--- config.mk ---
export PLATFORM = sky130hd
export DESIGN_NAME = exa_vc_traffic_gen
export DESIGN_NICKNAME = d
export VERILOG_FILES = /design/src/rtl/exa_vc_traffic_gen.sv
export SDC_FILE = /design/constraint.sdc
export NUM_CORES = 1
export LEC_CHECK = 0
export BUFFER_PORTS_ARGS = -buffer_cell sky130_fd_sc_hd__clkbuf_2
export CAP_MARGIN = 20
export CORE_ASPECT_RATIO = 0.7
export CORE_UTILIZATION = 52
export DETAILED_ROUTE_END_ITERATION = 10
export HOLD_SLACK_MARGIN = 0.15
export PLACE_DENSITY = 0.8
export SETUP_SLACK_MARGIN = 0.1
export SLEW_MARGIN = 20
export SYNTH_ARGS = -nofsm -noshare
export SYNTH_HDL_FRONTEND = slang
export SYNTH_SLANG_ARGS = --single-unit
--- constraint.sdc ---
create_clock -name clk -period 3.3 [get_ports clk]
set_input_delay 0.33 -clock clk [delete_from_list [all_inputs] [get_ports clk]]
set_output_delay 0.33 -clock clk [all_outputs]
set_load 0.01 [all_outputs]
--- src/rtl/exa_vc_traffic_gen.sv ---
// AXI-Stream packet generator that steers each packet to a virtual channel,
// picked either as a fixed VC or round-robin over VCs whose s2e FIFO is not full.
`timescale 1ns/1ps
module exa_vc_traffic_gen #(
  parameter int DATA_W   = 128,
  parameter int PRIO_NUM = 2,
  parameter int VC_NUM   = 2,
  parameter int LEN_W    = 16,
  parameter int GAP_W    = 8,
  localparam int NVC     = PRIO_NUM * VC_NUM,
  localparam int VCW     = (NVC > 1) ? $clog2(NVC) : 1
) (
  input  logic              clk,
  input  logic              reset,
  input  logic              i_enable,
  input  logic [LEN_W-1:0]  i_num_of_words,
  input  logic [GAP_W-1:0]  i_gap_cycles,
  input  logic              i_vc_mode,
  input  logic [VCW-1:0]    i_fixed_vc,
  input  logic [NVC-1:0]    i_fifo_full,
  output logic [VCW-1:0]    o_output_vc,
  output logic [DATA_W-1:0] m_axis_tdata,
  output logic              m_axis_tvalid,
  input  logic              m_axis_tready,
  output logic              m_axis_tlast,
  output logic [31:0]       o_pkt_count,
  output logic              o_stall
);

  typedef enum logic [1:0] {S_IDLE, S_SELECT, S_SEND, S_GAP} state_t;

  state_t           r_state, w_next;
  logic [VCW-1:0]   r_vc, r_rr_ptr, w_sel_vc, w_idx;
  logic             w_sel_ok, w_start, w_hs, w_last;
  logic [LEN_W-1:0] r_len, r_word_idx;
  logic [GAP_W-1:0] r_gap_cnt;
  logic [31:0]      r_pkt_count;
  logic [15:0]      r_seq;
  logic [63:0]      w_hdr;

  // Eligible VC: fixed target, or first non-full VC after the RR pointer.
  always_comb begin
    w_sel_ok = 1'b0;
    w_sel_vc = '0;
    w_idx    = '0;
    if (!i_vc_mode) begin
      w_sel_vc = i_fixed_vc;
      if (32'(i_fixed_vc) < 32'(NVC)) w_sel_ok = !i_fifo_full[i_fixed_vc];
    end else begin
      for (int unsigned i = 1; i <= NVC; i++) begin
        w_idx = VCW'((32'(r_rr_ptr) + i) % NVC);
        if (!w_sel_ok && !i_fifo_full[w_idx]) begin
          w_sel_ok = 1'b1;
          w_sel_vc = w_idx;
        end
      end
    end
  end

  assign w_start = (r_state == S_SELECT) && i_enable && w_sel_ok;
  assign w_hs    = (r_state == S_SEND) && m_axis_tready;
  assign w_last  = (r_word_idx == r_len - LEN_W'(1));

  always_ff @(posedge clk) begin
    if (reset) r_state <= S_IDLE;
    else       r_state <= w_next;
  end

  always_comb begin
    w_next = r_state;
    case (r_state)
      S_IDLE:   if (i_enable) w_next = S_SELECT;
      S_SELECT: begin
        if (!i_enable)    w_next = S_IDLE;
        else if (w_sel_ok) w_next = S_SEND;
      end
      S_SEND: begin
        if (w_hs && w_last) begin
          if (i_gap_cycles != '0) w_next = S_GAP;
          else if (i_enable)      w_next = S_SELECT;
          else                    w_next = S_IDLE;
        end
      end
      S_GAP: begin
        if (r_gap_cnt <= GAP_W'(1)) w_next = i_enable ? S_SELECT : S_IDLE;
      end
      default:  w_next = S_IDLE;
    endcase
  end

  always_ff @(posedge clk) begin
    if (reset) begin
      r_vc        <= '0;
      r_rr_ptr    <= VCW'(NVC - 1);
      r_len       <= LEN_W'(1);
      r_word_idx  <= '0;
      r_gap_cnt   <= '0;
      r_pkt_count <= '0;
      r_seq       <= '0;
    end else begin
      if (w_start) begin
        r_vc       <= w_sel_vc;
        if (i_vc_mode) r_rr_ptr <= w_sel_vc;
        r_len      <= (i_num_of_words == '0) ? LEN_W'(1) : i_num_of_words;
        r_word_idx <= '0;
        r_seq      <= r_pkt_count[15:0];
      end
      if (w_hs) begin
        if (w_last) begin
          r_pkt_count <= r_pkt_count + 32'd1;
          r_gap_cnt   <= i_gap_cycles;
        end else begin
          r_word_idx  <= r_word_idx + LEN_W'(1);
        end
      end
      if (r_state == S_GAP) r_gap_cnt <= r_gap_cnt - GAP_W'(1);
    end
  end

  assign w_hdr = {24'hE7A000, 8'(r_vc), r_seq, 16'(r_word_idx)};

  always_comb begin
    m_axis_tvalid = (r_state == S_SEND);
    m_axis_tlast  = (r_state == S_SEND) && w_last;
    m_axis_tdata  = (r_state == S_SEND) ? DATA_W'(w_hdr) : '0;
    o_stall       = (r_state == S_SELECT) && !w_sel_ok;
    o_output_vc   = r_vc;
    o_pkt_count   = r_pkt_count;
  end

endmodule

== Word-level counts from Yosys, hierarchy flattened ==
Index checks and enable logic that the tools add are counted.

* $add $sub $neg: 8
* $lt $le $gt $ge: 6
* Equality and inequality tests: 8
* Muxes and demuxes: 39
* Reduce and logical (&&, ||, !) cells: 26

{| class="wikitable"
|+ Operators with widths
! kind !! count
|-
| $mux 16 || 4
|-
| $mux 64 || 1
|-
| $add 32x1->32 const B || 1
|-
| $mux 8 || 3
|-
| $mux 2 || 11
|-
| $add 16x1->16 const B || 1
|-
| $eq 16x16->1 || 1
|-
| $logic_not 16->1 || 1
|-
| $sub 16x1->16 const B || 1
|-
| $lt 2x3->1 const B || 5
|-
| $mux 1 || 14
|-
| $bmux 1 s2 || 5
|-
| $logic_and 1x1->1 || 9
|-
| $le 8x1->1 const B || 1
|-
| $logic_not 1->1 || 8
|-
| $pmux 2 s4 || 1
|-
| $reduce_bool 8->1 || 1
|-
| $sub 8x1->8 const B || 1
|-
| $reduce_and 2->1 || 3
|-
| $add 2x1->2 const B || 2
|-
| $add 2x2->2 const B || 2
|-
| $eq 2x2->1 const B || 2
|-
| $ne 2x2->1 const B || 2
|-
| $reduce_and 4->1 || 1
|-
| other kinds (5) || 6
|}

* Register bits: 94
* Input bits: 35
* Output and inout bits: 165
* Logic and storage cells: 95

== Logic depth before layout (Yosys ltp) ==
* Word-level depth: 21
* Gate-level depth with buffers: 14
* Gate-level depth less buffers: 10

== Least setup slack after synthesis ==
Ideal clock, no wire load.

* Path kind: reg-to-reg
* Start point: register r_len[0]
* End point: register r_pkt_count[23], in the netlist o_pkt_count[23]
* Setup time: 121 ps
* Arrival time: 2897 ps
* Required time: 3179 ps
* Slack: 282 ps
* Cell stages (with the launch flop): 13
* Path buffers: 3
* Clock period less this slack: 3018 ps
* Cell sequence: dfxtp_1 > buf_6 > inv_1 > ha_1 > buf_2 > or3b_1 > or4_1 > xnor2_1 > and4bb_4 > nand3_4 > buf_6 > nor4_1 > mux2_2

* Longest elaborated chain between the ends: 3

{| class="wikitable"
|+ Ends and longest elaborated chain
! item !! line !! RTL
|-
| start: declaration || 35 || <nowiki>logic [LEN_W-1:0] r_len, r_word_idx;</nowiki>
|-
| start signal: assignment || 104 || <nowiki>r_len <= (i_num_of_words == '0) ? LEN_W'(1) : i_num_of_words;</nowiki>
|-
| $sub 16x1->16 || 62 || <nowiki>assign w_last = (r_word_idx == r_len - LEN_W'(1));</nowiki>
|-
| $eq 16x16->1 || 62 ||
|-
| $reduce_and 2->1 (no line) || n/a ||
|-
| end signal: assignment || 110 || <nowiki>r_pkt_count <= r_pkt_count + 32'd1;</nowiki>
|-
| end: declaration || 37 || <nowiki>logic [31:0] r_pkt_count;</nowiki>
|}

No other way between the ends.
A chain may end at the register's enable or synchronous reset.

== Worst setup path in the final report ==
Ends and elaborated chain as after synthesis.

==> results.md <==
- Clock buffer depth: 2
- Mux contribution to synthesized area: 1.63%
- CORE AREA: 11300 um2
- Vias per cell: between 5 and 6
- Critical Path RT: 3.54 ns
- Max Cap Viol: 0
- Setup TNS: 0 ns
- Status: finished, final reports clean
- Latest clock arrival within the worst-skew pair: around 0.35 ns
- Site row count: 32
- Drt total wl: approximately 15000 um
- Fmax: 327 MHz
- WL per Instance: 14.2 um
- Setup bufs post-CTS: 0
- Synth top cells by count: nand2_1 (95), buf_4 (94), dfxtp_1 (94)
- Total Routing Usage GR: a little under a quarter
- Synth warn: 0
- Worst-path clk slew: 0.07 ns
- Starting Density: a little over half
- GP Congestion: between 0.9 and 1
- Clock root buffer: clkbuf_16
- Final hold violation count: 0
- Vias: 5584
- Synth Instances: 800
- Layout area overhead: 10.4%
- DRT antenna net count: 0
- CP endpoint kind: register
- Path type of the worst setup path: reg2reg
- CP arrival: 3.30 ns
- Slack of the critical path: 0.242 ns
- Adder-cell area share of the yosys netlist: 1.02%
- Post-Synth Simple-Gate Area: between 20 and 30%
- Top_reg_cell synth: dfxtp_1
- Pin count of the biggest net entering global routing: 95
- Count leader, synth: nand2_1
- XOR/XNOR Fraction of Synth Area: 3.57%
- Main combinational cell family by area after synthesis: simple AND/OR/NAND/NOR gates
- Sequential area share after synthesis: a little under a third
- Leakage: about 2.7 nW
- Async set-or-reset flop fraction in the synthesized netlist: 0%
- CTS Buf Count: 9
- Clock skew: about 0.0076 ns
- Ant diodes: 0
- Post-synth top area share: a little under a third
- Setup crit start kind: register
- H-tree level count: 3
- First-pass GRT wire length: 23600 um
- Total grt overflow: 0
- Die ar.: 12200 um2
- Initial antenna violation count: 0
- 1st-iter DRT viols: roughly 450
- Max IR drop VDD: 267 uV
- Share of layout cells above drive strength 1: 20.2%
- Post-synth top area cell: dfxtp_1
- Net count, final: roughly 900
- CTS tree: yes
- #FFs+latches synth: 94
- Hold Path Class: in2reg
- Post-place setup slack: 0.276 ns
- Post-synth EDFFs: 0
- Die height: ~93 um
- Ports: 200
- Vias in the first global route: 4687
- Setup-failing EPs final: 0
- Max-slew violation count: 0
- Slew Limit Headroom: between 30 and 40%
- Die W: around 130 um
- Pwr/cell area: 412 nW/um2
- Post-synthesis compound-gate area fraction: 17.8%
- RSZ-0062 raised after global routing: false
- Post-synth design cell area: 6130 um2
- Drt drc: 0
- Minimum clock period: 3.06 ns
- Clk sinks: 94
- Drt pass-1 iters: 5
- Average size of a mapped cell: 7.67 um2
- Period utilization: 92.7%
- Detail Placement HPWL: roughly 10000 um
- Slew @ Worst Pin: 0.980 ns
- Crit-path max FO: 21
- Ranking of synthesized cells by area: dfxtp_1 (31%), buf_4 (12%), a21oi_1 (6.7%)
- IO Port Bufs: 113
- Yosys cell types: 67
==> final cells by class <==
class | instances | area, um2
Fill cell | 1073 | 4480
Multi-Input combinational cell | 624 | 3580
Sequential cell | 94 | 1880
Timing Repair Buffer | 127 | 671
Clock buffer | 9 | 225
Tap cell | 153 | 191
Clock inverter | 7 | 145
Inverter | 19 | 71.3
==> logic make-up (layout without fill, tap and decap cells) <==
kind of cell,after synthesis,count (layout)
AO/OA/AOI/OAI,175,175
XOR/XNOR,25,25
adder cells (fa/ha/maj),5,5
buffers and inverters,167,162
flip-flops,94,94
multiplexers,9,9
other,1,86
AND/OR/NAND/NOR,324,324
==> power breakdown <==
| group | internal (W) | switching (W) | total, W |
|---|---|---|---|
| Combinational | 0.000108 | 0.000222 | 0.000330 |
| Clock | 0.000821 | 0.000463 | 0.00128 |
| Sequential | 0.00115 | 0.0000273 | 0.00118 |
| Total | 0.00208 | 0.000712 | 0.00279 |
==> per-stage QoR <==
| step | hold slack (ns) | cells | util (%) | total power [W] | area [um2] |
|---|---|---|---|---|---|
| 6_report | 0.212 | 1033 | 60.2 | 0.00279 | 6770 |
| 3_5_place_dp | 0.443 | 1017 | 56.6 | 0.00152 | 6370 |
| 4_1_cts | 0.209 | 1033 | 59.9 | 0.00280 | 6740 |
| 5_1_grt | 0.215 | 1033 | 60.2 | 0.00288 | 6770 |
| 3_3_place_gp | 0.438 | 1017 | 56.6 | 0.00152 | 6370 |
| 2_1_floorplan | 0.432 | 885 | - | 0.00152 | 6450 |
==> layout by cell type (no fill, tap or decap), types with 8 or more instances in the layout <==
cell / count
a21oi_1: 82
a31oi_1: 8
and2_1: 36
and3_1: 11
buf_4: 14
clkbuf_16: 9
clkbuf_2: 112
conb_1: 86
dfxtp_1: 92
inv_1: 19
mux2_2: 8
nand2_1: 95
nand3_1: 31
nand4_1: 13
nor2_1: 42
nor2b_1: 10
nor3_1: 12
nor4_1: 10
o211ai_1: 8
o21ai_0: 21
o31ai_1: 10
or3_1: 10
or4_1: 14
xnor2_1: 15
xor2_1: 10
==> registers in the layout (all words and copies together) (netlist names) <==
| name | count |
|---|---|
| o_output_vc | 2 |
| o_pkt_count | 32 |
| r_gap_cnt | 8 |
| r_len | 16 |
| r_rr_ptr | 2 |
| r_seq | 16 |
| r_state | 2 |
| r_word_idx | 16 |
==> critical path: stages (launching register included) <==
cell and delay [ns]:
dfxtp_2 0.37, inv_1 0.07, ha_1 0.16, or3b_1 0.44, or4_1 0.44, xnor2_1 0.15
and4bb_4 0.35, nand3_4 0.21, nor4_1 0.37, mux2_2 0.37
==> path summary, 6_finish.rpt <==
path	start	to	slack, ns	cells after the start
worst min register to register	r_seq[15]	r_seq[15]	0.45	2
worst max-delay path	r_len[0]	o_pkt_count[23]	0.24	9
worst max register to register	r_len[0]	o_pkt_count[23]	0.24	9
worst min-delay path	i_num_of_words[9]	r_len[9]	0.21	3
==> routing by layer <==
layer  track usage [%]  wire (um)  vias up  part of all wire (%)
met1              36.1       7390     2551                    51
met3              4.71       1120       11                   7.7
met2              34.3       6020      224                    41
met5                 0          0        -                     0
li1                  -          -     2798                     -
met4              5.04         90        0                  0.62
==> timing repair <==
action / 4_1_cts / 5_1_grt
hold buffers: 0 / 0
resized for setup: 0 / 6
endpoints found under the setup margin: 0 / 16
Power figures use the tool's default switching activity.
